$ cat config.mk
export PLATFORM = sky130hd
export DESIGN_NAME = pipe_stage_tracker
export DESIGN_NICKNAME = d
export VERILOG_FILES = /design/src/rtl/pipe_stage_tracker_pkg.sv /design/src/rtl/pipe_stage_reg.sv /design/src/rtl/pipe_stage_tracker.sv
export SDC_FILE = /design/constraint.sdc
export NUM_CORES = 1
export LEC_CHECK = 0
export ABC_CLOCK_PERIOD_IN_PS = 1000
export CORE_ASPECT_RATIO = 1.1
export CORE_MARGIN = 5
export CORE_UTILIZATION = 35
export DETAILED_ROUTE_END_ITERATION = 7
export DONT_BUFFER_PORTS = 1
export SLEW_MARGIN = 10
export SYNTH_ARGS = -nofsm -noshare
export SYNTH_HDL_FRONTEND = slang
export SYNTH_HIERARCHICAL = 1
export SYNTH_SLANG_ARGS = --single-unit
$ cat constraint.sdc
create_clock -name clk -period 1 [get_ports clk]
set_input_delay 0.2 -clock clk [delete_from_list [all_inputs] [get_ports clk]]
set_output_delay 0.2 -clock clk [all_outputs]
set_load 0.01 [all_outputs]
$ cat src/rtl/pipe_stage_tracker_pkg.sv
`default_nettype none
// ============================================================================
//  Module   : pipe_stage_tracker_pkg
//  Purpose  : Shared constants and payload types for the MIPS pipeline
//             stage tracker: NOP encoding, LW/SW opcodes, stage indices and
//             the packed per-stage payload layouts.
//  Ports    : none (package)
//  Revision : 1.0 - initial release
// ============================================================================
package pipe_stage_tracker_pkg;

    // All-zero word is sll $0,$0,0, used as the bubble instruction.
    localparam logic [31:0] c_inst_nop = 32'h0000_0000;

    // Primary opcodes of the memory instructions.
    localparam logic [5:0]  c_inst_lw  = 6'b100011;
    localparam logic [5:0]  c_inst_sw  = 6'b101011;

    // Stage indices, IF nearest to fetch.
    localparam int unsigned c_stage_if  = 0;
    localparam int unsigned c_stage_id  = 1;
    localparam int unsigned c_stage_exe = 2;
    localparam int unsigned c_stage_mem = 3;
    localparam int unsigned c_stage_wb  = 4;

    // Payload carried through EXE and MEM.
    typedef struct packed {
        logic [31:0] inst;
        logic [4:0]  regw_addr;
        logic        wb_wen;
        logic        is_branch;
        logic        is_load;
    } exe_payload_t;

    // WB only needs the register-write information.
    typedef struct packed {
        logic [4:0]  regw_addr;
        logic        wb_wen;
    } wb_payload_t;

endpackage
`default_nettype wire

$ cat src/rtl/pipe_stage_reg.sv
`default_nettype none
// ============================================================================
//  Module   : pipe_stage_reg
//  Purpose  : Generic valid + payload pipeline register. Priority:
//             async reset > stage reset (bubble) > enable (capture) > hold.
//             A bubble clears the payload to all zeros, which is the NOP
//             encoding for instruction payloads.
//  Ports    : clk, rst_n          clock, asynchronous active-low reset
//             i_stage_rst        synchronous bubble insertion
//             i_stage_en         advance enable
//             i_valid, i_data    upstream valid flag and payload
//             o_valid, o_data    registered valid flag and payload
//  Revision : 1.0 - initial release
// ============================================================================
module pipe_stage_reg #(
    parameter int WIDTH = 32
) (
    input  logic             clk,
    input  logic             rst_n,
    input  logic             i_stage_rst,
    input  logic             i_stage_en,
    input  logic             i_valid,
    input  logic [WIDTH-1:0] i_data,
    output logic             o_valid,
    output logic [WIDTH-1:0] o_data
);

    logic             r_valid;
    logic [WIDTH-1:0] r_data;

    always_ff @(posedge clk or negedge rst_n) begin
        if (!rst_n) begin
            r_valid <= 1'b0;
            r_data  <= '0;
        end else if (i_stage_rst) begin
            r_valid <= 1'b0;
            r_data  <= '0;
        end else if (i_stage_en) begin
            r_valid <= i_valid;
            r_data  <= i_data;
        end
    end

    assign o_valid = r_valid;
    assign o_data  = r_data;

endmodule
`default_nettype wire

$ cat src/rtl/pipe_stage_tracker.sv
`default_nettype none
// ============================================================================
//  Module   : pipe_stage_tracker
//  Purpose  : Datapath-side responder for the 5-stage MIPS pipeline
//             controller. Carries per-instruction control metadata through
//             ID/EXE/MEM/WB, reports stage-valid flags and valid-gated
//             hazard feedback, and pulses retire when WB drains.
//  Config   : PIPE_PERF_CNT_EN - adds perf_clr and the cycle/retire/stall/
//             flush counter bank; absent otherwise.
//  Ports    : clk, rst_n                      clock, async active-low reset
//             *_rst, *_en                     per-stage bubble / advance
//             inst_if                         fetched instruction
//             id_regw_addr/wb_wen/is_branch/mem_ren  ID decode results
//             *_valid                         stage holds real instruction
//             inst_id, inst_data_exe/mem      stage instructions
//             regw_addr_*, wb_wen_*, is_branch_*, is_load_*  gated feedback
//             retire                          instruction leaves WB
//             perf_clr, cnt_*                 counters (optional)
//  Revision : 1.0 - initial release
// ============================================================================
module pipe_stage_tracker
    import pipe_stage_tracker_pkg::*;
(
    input  logic        clk,
    input  logic        rst_n,
    input  logic        if_rst,
    input  logic        id_rst,
    input  logic        exe_rst,
    input  logic        mem_rst,
    input  logic        wb_rst,
    input  logic        if_en,
    input  logic        id_en,
    input  logic        exe_en,
    input  logic        mem_en,
    input  logic        wb_en,
    input  logic [31:0] inst_if,
    input  logic [4:0]  id_regw_addr,
    input  logic        id_wb_wen,
    input  logic        id_is_branch,
    input  logic        id_mem_ren,
    output logic        if_valid,
    output logic        id_valid,
    output logic        exe_valid,
    output logic        mem_valid,
    output logic        wb_valid,
    output logic [31:0] inst_id,
    output logic [31:0] inst_data_exe,
    output logic [31:0] inst_data_mem,
    output logic [4:0]  regw_addr_exe,
    output logic [4:0]  regw_addr_mem,
    output logic [4:0]  regw_addr_wb,
    output logic        wb_wen_exe,
    output logic        wb_wen_mem,
    output logic        wb_wen_wb,
    output logic        is_branch_exe,
    output logic        is_branch_mem,
    output logic        is_load_exe,
    output logic        is_load_mem,
    output logic        retire
`ifdef PIPE_PERF_CNT_EN
    ,
    input  logic        perf_clr,
    output logic [31:0] cnt_cycle,
    output logic [31:0] cnt_retire,
    output logic [31:0] cnt_stall,
    output logic [31:0] cnt_flush
`endif
);

    logic         r_if_valid;
    logic         w_id_valid;
    logic [31:0]  w_id_inst;
    logic         w_exe_valid;
    logic         w_mem_valid;
    logic         w_wb_valid;
    exe_payload_t w_exe_in;
    exe_payload_t w_exe_q;
    exe_payload_t w_mem_q;
    wb_payload_t  w_wb_in;
    wb_payload_t  w_wb_q;

    // IF has no payload of its own: the instruction arrives on inst_if.
    always_ff @(posedge clk or negedge rst_n) begin
        if (!rst_n) begin
            r_if_valid <= 1'b0;
        end else if (if_rst) begin
            r_if_valid <= 1'b0;
        end else if (if_en) begin
            r_if_valid <= 1'b1;
        end
    end

    pipe_stage_reg #(.WIDTH(32)) u_id (
        .clk         (clk),
        .rst_n       (rst_n),
        .i_stage_rst (id_rst),
        .i_stage_en  (id_en),
        .i_valid     (r_if_valid),
        .i_data      (inst_if),
        .o_valid     (w_id_valid),
        .o_data      (w_id_inst)
    );

    // Decode results belong to the instruction currently in ID.
    assign w_exe_in = '{inst:      w_id_inst,
                        regw_addr: id_regw_addr,
                        wb_wen:    id_wb_wen,
                        is_branch: id_is_branch,
                        is_load:   id_mem_ren};

    pipe_stage_reg #(.WIDTH($bits(exe_payload_t))) u_exe (
        .clk         (clk),
        .rst_n       (rst_n),
        .i_stage_rst (exe_rst),
        .i_stage_en  (exe_en),
        .i_valid     (w_id_valid),
        .i_data      (w_exe_in),
        .o_valid     (w_exe_valid),
        .o_data      (w_exe_q)
    );

    pipe_stage_reg #(.WIDTH($bits(exe_payload_t))) u_mem (
        .clk         (clk),
        .rst_n       (rst_n),
        .i_stage_rst (mem_rst),
        .i_stage_en  (mem_en),
        .i_valid     (w_exe_valid),
        .i_data      (w_exe_q),
        .o_valid     (w_mem_valid),
        .o_data      (w_mem_q)
    );

    assign w_wb_in = '{regw_addr: w_mem_q.regw_addr, wb_wen: w_mem_q.wb_wen};

    pipe_stage_reg #(.WIDTH($bits(wb_payload_t))) u_wb (
        .clk         (clk),
        .rst_n       (rst_n),
        .i_stage_rst (wb_rst),
        .i_stage_en  (wb_en),
        .i_valid     (w_mem_valid),
        .i_data      (w_wb_in),
        .o_valid     (w_wb_valid),
        .o_data      (w_wb_q)
    );

    assign if_valid      = r_if_valid;
    assign id_valid      = w_id_valid;
    assign exe_valid     = w_exe_valid;
    assign mem_valid     = w_mem_valid;
    assign wb_valid      = w_wb_valid;

    assign inst_id       = w_id_inst;
    assign inst_data_exe = w_exe_q.inst;
    assign inst_data_mem = w_mem_q.inst;

    // Gate with valid so a held-but-invalidated payload never leaks out.
    assign regw_addr_exe = w_exe_valid ? w_exe_q.regw_addr : 5'd0;
    assign regw_addr_mem = w_mem_valid ? w_mem_q.regw_addr : 5'd0;
    assign regw_addr_wb  = w_wb_valid  ? w_wb_q.regw_addr  : 5'd0;
    assign wb_wen_exe    = w_exe_valid & w_exe_q.wb_wen;
    assign wb_wen_mem    = w_mem_valid & w_mem_q.wb_wen;
    assign wb_wen_wb     = w_wb_valid  & w_wb_q.wb_wen;
    assign is_branch_exe = w_exe_valid & w_exe_q.is_branch;
    assign is_branch_mem = w_mem_valid & w_mem_q.is_branch;
    assign is_load_exe   = w_exe_valid & w_exe_q.is_load;
    assign is_load_mem   = w_mem_valid & w_mem_q.is_load;

    assign retire        = w_wb_valid & wb_en & ~wb_rst;

`ifdef PIPE_PERF_CNT_EN
    logic [31:0] r_cnt_cycle;
    logic [31:0] r_cnt_retire;
    logic [31:0] r_cnt_stall;
    logic [31:0] r_cnt_flush;

    // Clear outranks every increment in the same cycle.
    always_ff @(posedge clk or negedge rst_n) begin
        if (!rst_n) begin
            r_cnt_cycle  <= 32'd0;
            r_cnt_retire <= 32'd0;
            r_cnt_stall  <= 32'd0;
            r_cnt_flush  <= 32'd0;
        end else if (perf_clr) begin
            r_cnt_cycle  <= 32'd0;
            r_cnt_retire <= 32'd0;
            r_cnt_stall  <= 32'd0;
            r_cnt_flush  <= 32'd0;
        end else begin
            r_cnt_cycle <= r_cnt_cycle + 32'd1;
            if (retire) begin
                r_cnt_retire <= r_cnt_retire + 32'd1;
            end
            if (!id_en && !id_rst) begin
                r_cnt_stall <= r_cnt_stall + 32'd1;
            end
            if (id_rst && w_id_valid) begin
                r_cnt_flush <= r_cnt_flush + 32'd1;
            end
        end
    end

    assign cnt_cycle  = r_cnt_cycle;
    assign cnt_retire = r_cnt_retire;
    assign cnt_stall  = r_cnt_stall;
    assign cnt_flush  = r_cnt_flush;
`endif

endmodule
`default_nettype wire

==> results of run 1 <==
==> layer usage <==
metal	share of wire	track usage	up-vias
met5	0	0	-
met4	0.018	0.0632	0
met3	0.076	0.0470	19
met2	0.50	0.249	130
met1	0.41	0.181	1673
li1	-	-	1458
==> worst min path at each step <==
stage | endpoint | slack, ns | cells after the start
4_1_cts | u_mem/o_data[13]$_DFFE_PN0P_ | -0.54 | 0
6_report | u_mem/o_data[13]$_DFFE_PN0P_ | -0.52 | 0
3_5_place_dp | u_mem/o_data[13]$_DFFE_PN0P_ | -0.09 | 0
5_1_grt | u_mem/o_data[13]$_DFFE_PN0P_ | -0.55 | 0
2_1_floorplan | if_valid$_DFFE_PN0P_ | -0.1 | 0
3_3_place_gp | u_mem/o_data[13]$_DFFE_PN0P_ | -0.09 | 0
==> stage by stage <==
| step | utilization | total power [mW] | area [um2] |
|---|---|---|---|
| floorplan | - | 6.01 | 5270 |
| global placement | 0.348 | 5.82 | 5200 |
| detailed placement | 0.348 | 5.84 | 5200 |
| CTS | 0.421 | 12.4 | 6280 |
| global route | 0.428 | 12.8 | 6390 |
| finish | 0.428 | 12.3 | 6390 |
==> state kept, by name, indices dropped and copies added, names as in the netlist <==
name / cells
u_exe/o_data: 40
u_mem/o_data: 40
u_id/o_data: 32
u_wb/o_data: 6
if_valid: 1
u_exe/o_valid: 1
u_id/o_valid: 1
u_mem/o_valid: 1
u_wb/o_valid: 1
==> placed cells by master, fill, tap and decap left out, drive strengths merged <==
cell type and count:
dfrtp 123, mux2i 122, nor2 122, dlygate4sd3 35, clkbuf 26, and2 22
buf 14, bufinv 3, clkinv 2, and3b 1, o21ba 1, clkinvlp 1
dlymetal6s4s 1
==> cell families (layout without fill, tap and decap cells) <==
| family | Yosys count | after routing | share of synthesized area |
|---|---|---|---|
| compound gates | 1 | 1 | 0.00190 |
| simple gates | 145 | 145 | 0.119 |
| mux | 122 | 122 | 0.232 |
| flops | 123 | 123 | 0.585 |
| buf+inv | 29 | 82 | 0.0625 |
==> worst max-delay path, delay by kind of cell, from the launching register on <==
kind	cells	cell delay, ns
AND/OR/NAND/NOR	1	0.14
buffers and inverters	1	0.14
flip-flops	1	0.42
==> report_power, final <==
group | leakage [nW] | internal [mW] | switching [mW]
registers | 1.63 | 5.17 | 0.242
logic | 1.26 | 0.345 | 0.189
clock network | 0.301 | 4.25 | 2.13
total | 3.19 | 9.76 | 2.56
==> area by class of cell <==
type                       count  area (um2)
fill                        1411        8540
sequential                   123        3120
multi-input combinational    268        1910
clock buffer                  26         509
timing repair buffer          50         507
tap                          196         245
clock inverter                 6         108
==> timing repair <==
action,4_1_cts,5_1_grt
pin swaps,0,1
gates cloned,0,0
hold endpoints to repair,246,234
endpoints found under the setup margin,124,132
gates resized for setup,28,39
setup buffers,4,6
==> metrics.txt, run 1 <==
status=finished with violations; failing checks=hold timing, setup timing; die area=17,600 um2; Area Overhead vs Synth=21.4%; Ys Warns=6; global-route wire length before repair=a little over 20,000 um; Synth Flop Type=dfrtp_1; grt ovf=0; Final period util=1.31; VDD IR max=~0.00096 V; R2R depth=4; row count=47; final worst slack=-0.309 ns; vias in the first global route=3,471; most frequent cell after synthesis=dfrtp_1; CORE AREA=14,900 um2; Antenna Nets Post-Route=0; worst reg2reg startpoint=u_exe/o_valid$_DFFE_PN0P_; top-area cell type share of the netlist area=0.585; HP Class=in2async; crit path kind=reg2out; top cells by count, synth=dfrtp_1, mux2i_1, nor2_1; Min Hold Slack=-0.516 ns; final WL=13,000 um; DRC Markers=0; number of synthesized flops with an enable pin=0; Placer Congestion=0.749; ratio of cells with drive above 1 in the final layout=0.218; capturing point of the worst reg2reg path=u_mem/o_valid$_DFFE_PN0P_; largest cells by area after synthesis=dfrtp_1, mux2i_1, nor2_1; post-synthesis register bit count=123; Reg clk slew, reported paths=0.05 ns; synthesized instance count=420; area leader, netlist=dfrtp_1; Worst Tran Pin Value=0.461 ns; Required @ worst endpoint=about 0.8 ns; post-DP HPWL=7530 um; total of max-cap violations=0; gr usage total=0.150; CTS Buffer Depth=2; Die W=127 um; critical path launch point=u_exe/o_valid$_DFFE_PN0P_; Final nets=about 510; Place WS=roughly 0.0074 ns; final setup TNS=-11.38 ns; relative slew slack=0.692; initial antenna violation count=0; initial DRC count=168; Routed wire per std cell=19.5 um; largest net degree at the start of global routing=124; Worst Setup EP=wb_wen_exe; Tmin final=1.31 ns; Worst-Skew Late Latency=0.42 ns; clock sink count=123; reg2reg setup slack=0.03 ns; Avg Inst Size Synth=12.5 um2; static leakage=between 3 and 4 nW; Crit Path Max Fanout=5; Initial Util=0.352; power per cell area=1930 nW/um2; clock skew=0.00715 ns; max-slew violations=0; CP startpoint kind=flop; # diodes=0; TritonCTS clock tree=yes; die height=139 um; register area share after synthesis=0.585; CTS Hold Bufs=37; Vias/cell=4.90; Fmax=764 MHz; Num CTS Buffers=17; Yosys cell types=13; Final Hold Viols=approximately 230; slowest stage cell on the critical path=dfrtp_2; syn nets=472; PortBufs=0; RSZ-0062 raised after global routing=yes; Synth Cell Area=5270 um2; Placed Cells=590; CP Capture Type=output port; vias post-DR=3,280; H-tree levels=4; drt first pass iters=4; Finished Layout Cells=669; slowest cell delay on critical path=0.42 ns; worst-path cell chain=buf_6, and2_4; Setup violations, final=124; Async S/R FF share, synth=1.00; Ports=176; arrival time at the worst endpoint=1.11 ns; clock root buffer=clkbuf_16
Power figures use the tool's default switching activity.
==> run 2: changes to the inputs <==
GPL_TIMING_DRIVEN = 0   (was unset)
==> metrics.txt, run 2 (same netlist as run 1, synthesis figures left out) <==
max-slew violations=0 (unchanged); initial DRC count=170 (+1.2%); ratio of cells with drive above 1 in the final layout=0.202 (-0.0157); Required @ worst endpoint=0.80 ns (about the same); commonest non-fill, non-tap cells in the layout=mux2i_1, nor2_1, dfrtp_1, dlygate4sd3_1, dfrtp_2; static leakage=3.24 nW (+1.8%); CORE AREA=14,900 um2 (unchanged); failing checks=hold timing, setup timing; Final period util=1.36 (+0.0515); power per cell area=1820 nW/um2 (-5.3%); total of max-cap violations=0 (unchanged); die area=17,600 um2 (unchanged); post-CTS setup buffers=0 (-4); WP buf/inv=0 (-1); Final nets=534 (+4.3%); CTS Hold Bufs=43 (+16%); gr usage total=0.156 (+0.00576); post-DP HPWL=8870 um (+18%); die height=139 um (unchanged); DRC Markers=0 (unchanged); final worst slack=-0.360 ns (-0.0515 ns); R2R depth=2 (-2); largest net degree at the start of global routing=124 (unchanged); worst-path cell chain=and2_1; TritonCTS clock tree=yes; crit path kind=reg2out; design area=6540 um2 (+2.4%); relative slew slack=0.620 (-0.0720); commonest non-fill, non-tap cell in the layout=mux2i_1; CP Capture Type=output port; VDD IR max=0.000998 V (+4.4%); worst reg2reg startpoint=u_mem/o_valid$_DFFE_PN0P_; # diodes=0 (unchanged); Crit Path Max Fanout=11 (+6); vias in the first global route=3,631 (+4.6%); arrival time at the worst endpoint=1.16 ns (+0.05 ns); capturing point of the worst reg2reg path=u_wb/o_valid$_DFFE_PN0P_; Worst Tran Pin Value=0.569 ns (+0.108 ns); clock skew=0.00531 ns (-0.00184 ns); row count=47 (unchanged); Min Hold Slack=-0.516 ns (-0.000149 ns); clock root buffer=clkbuf_16; grt ovf=0 (unchanged); Setup violations, final=124 (unchanged); Place WS=-0.154 ns (-0.162 ns); initial antenna violation count=0 (unchanged); vias post-DR=3,363 (+2.5%); Fmax=735 MHz (-3.8%); Final Hold Viols=123 (-47%); slowest cell delay on critical path=0.51 ns (+0.09 ns); Vias/cell=4.87 (-0.73%); Antenna Nets Post-Route=0 (unchanged); CP startpoint kind=flop; Num CTS Buffers=17 (unchanged); Tmin final=1.36 ns (+0.0515 ns); drt first pass iters=4 (unchanged); final WL=13,400 um (+2.9%); PortBufs=0 (unchanged); clock sink count=123 (unchanged); slowest stage cell on the critical path=dfrtp_2; Area Overhead vs Synth=24.3%; Routed wire per std cell=19.4 um (-0.36%); CP top delay family=flip-flops; Placed Area=5510 um2 (+5.9%); CTS Buffer Depth=2 (unchanged); H-tree levels=4 (unchanged); RSZ-0062 raised after global routing=yes; Initial Util=0.352 (unchanged); Placer Congestion=0.717 (-4.2%); Ports=176 (unchanged); Worst-Skew Late Latency=0.41 ns (about the same); status=finished with violations; global-route wire length before repair=21,200 um (+2.9%); Reg clk slew, reported paths=0.05 ns (about the same); Fillers=1,401 (-0.71%); reg2reg setup slack=0.15 ns (+0.12 ns); HP Class=in2async; Die W=127 um (unchanged)
run 2: per-stage QoR:
step                      cells  hold slack (ns)  TNS (ns)  utilization  total power [mW]
after global placement      616          -0.0926     -4.00        0.369              6.20
after global routing        691           -0.545    -15.95        0.438              12.5
after detailed placement    616          -0.0925     -4.24        0.369              6.22
after CTS                   691           -0.540    -14.58        0.436              12.1
final                       691           -0.516    -11.20        0.438              11.9
after floorplan             420          -0.0956         0            -              6.01
run 2: area by class of cell:
cell class              count  area (um2)  share of cell area
flip-flops and latches    123        3120               0.477
well taps                 196         245              0.0375
plain buffers              29         329              0.0503
repair buffers             43         430              0.0658
multi-input cells         268        1870               0.286
clock buffers              24         482              0.0736
clock inverters             8        67.6              0.0103
run 2: worst max-delay path by stage:
stage / depth (start not counted) / start / slack [ns] / end
after global placement: 3 / id_rst / -0.17 / u_id/o_data[2]$_DFFE_PN0P_
after detailed placement: 3 / id_rst / -0.15 / u_id/o_data[3]$_DFFE_PN0P_
final: 1 / u_exe/o_valid$_DFFE_PN0P_ / -0.36 / regw_addr_exe[0]
after global routing: 1 / u_exe/o_valid$_DFFE_PN0P_ / -0.42 / regw_addr_exe[0]
after CTS: 1 / u_exe/o_valid$_DFFE_PN0P_ / -0.39 / regw_addr_exe[0]
after floorplan: 1 / u_wb/o_valid$_DFFE_PN0P_ / 0.13 / retire
run 2: layer usage:
metal  up-vias  GRT usage  share of wire
li1       1511          -              -
met1      1703      0.183           0.40
met2       131      0.260           0.51
met3        18     0.0555          0.080
met4         0     0.0621          0.017
met5         -          0              0
run 2: where the power goes:
part	switching, mW	leakage (nW)	internal, mW
Sequential	0.248	1.63	5.17
Combinational	0.406	1.34	0.454
Clock	2.08	0.274	3.58
run 2: timing repair:
item,4_1_cts,5_1_grt
endpoints found under the setup margin,124,124
endpoints found under the hold margin,171,123
gates resized for setup,22,19
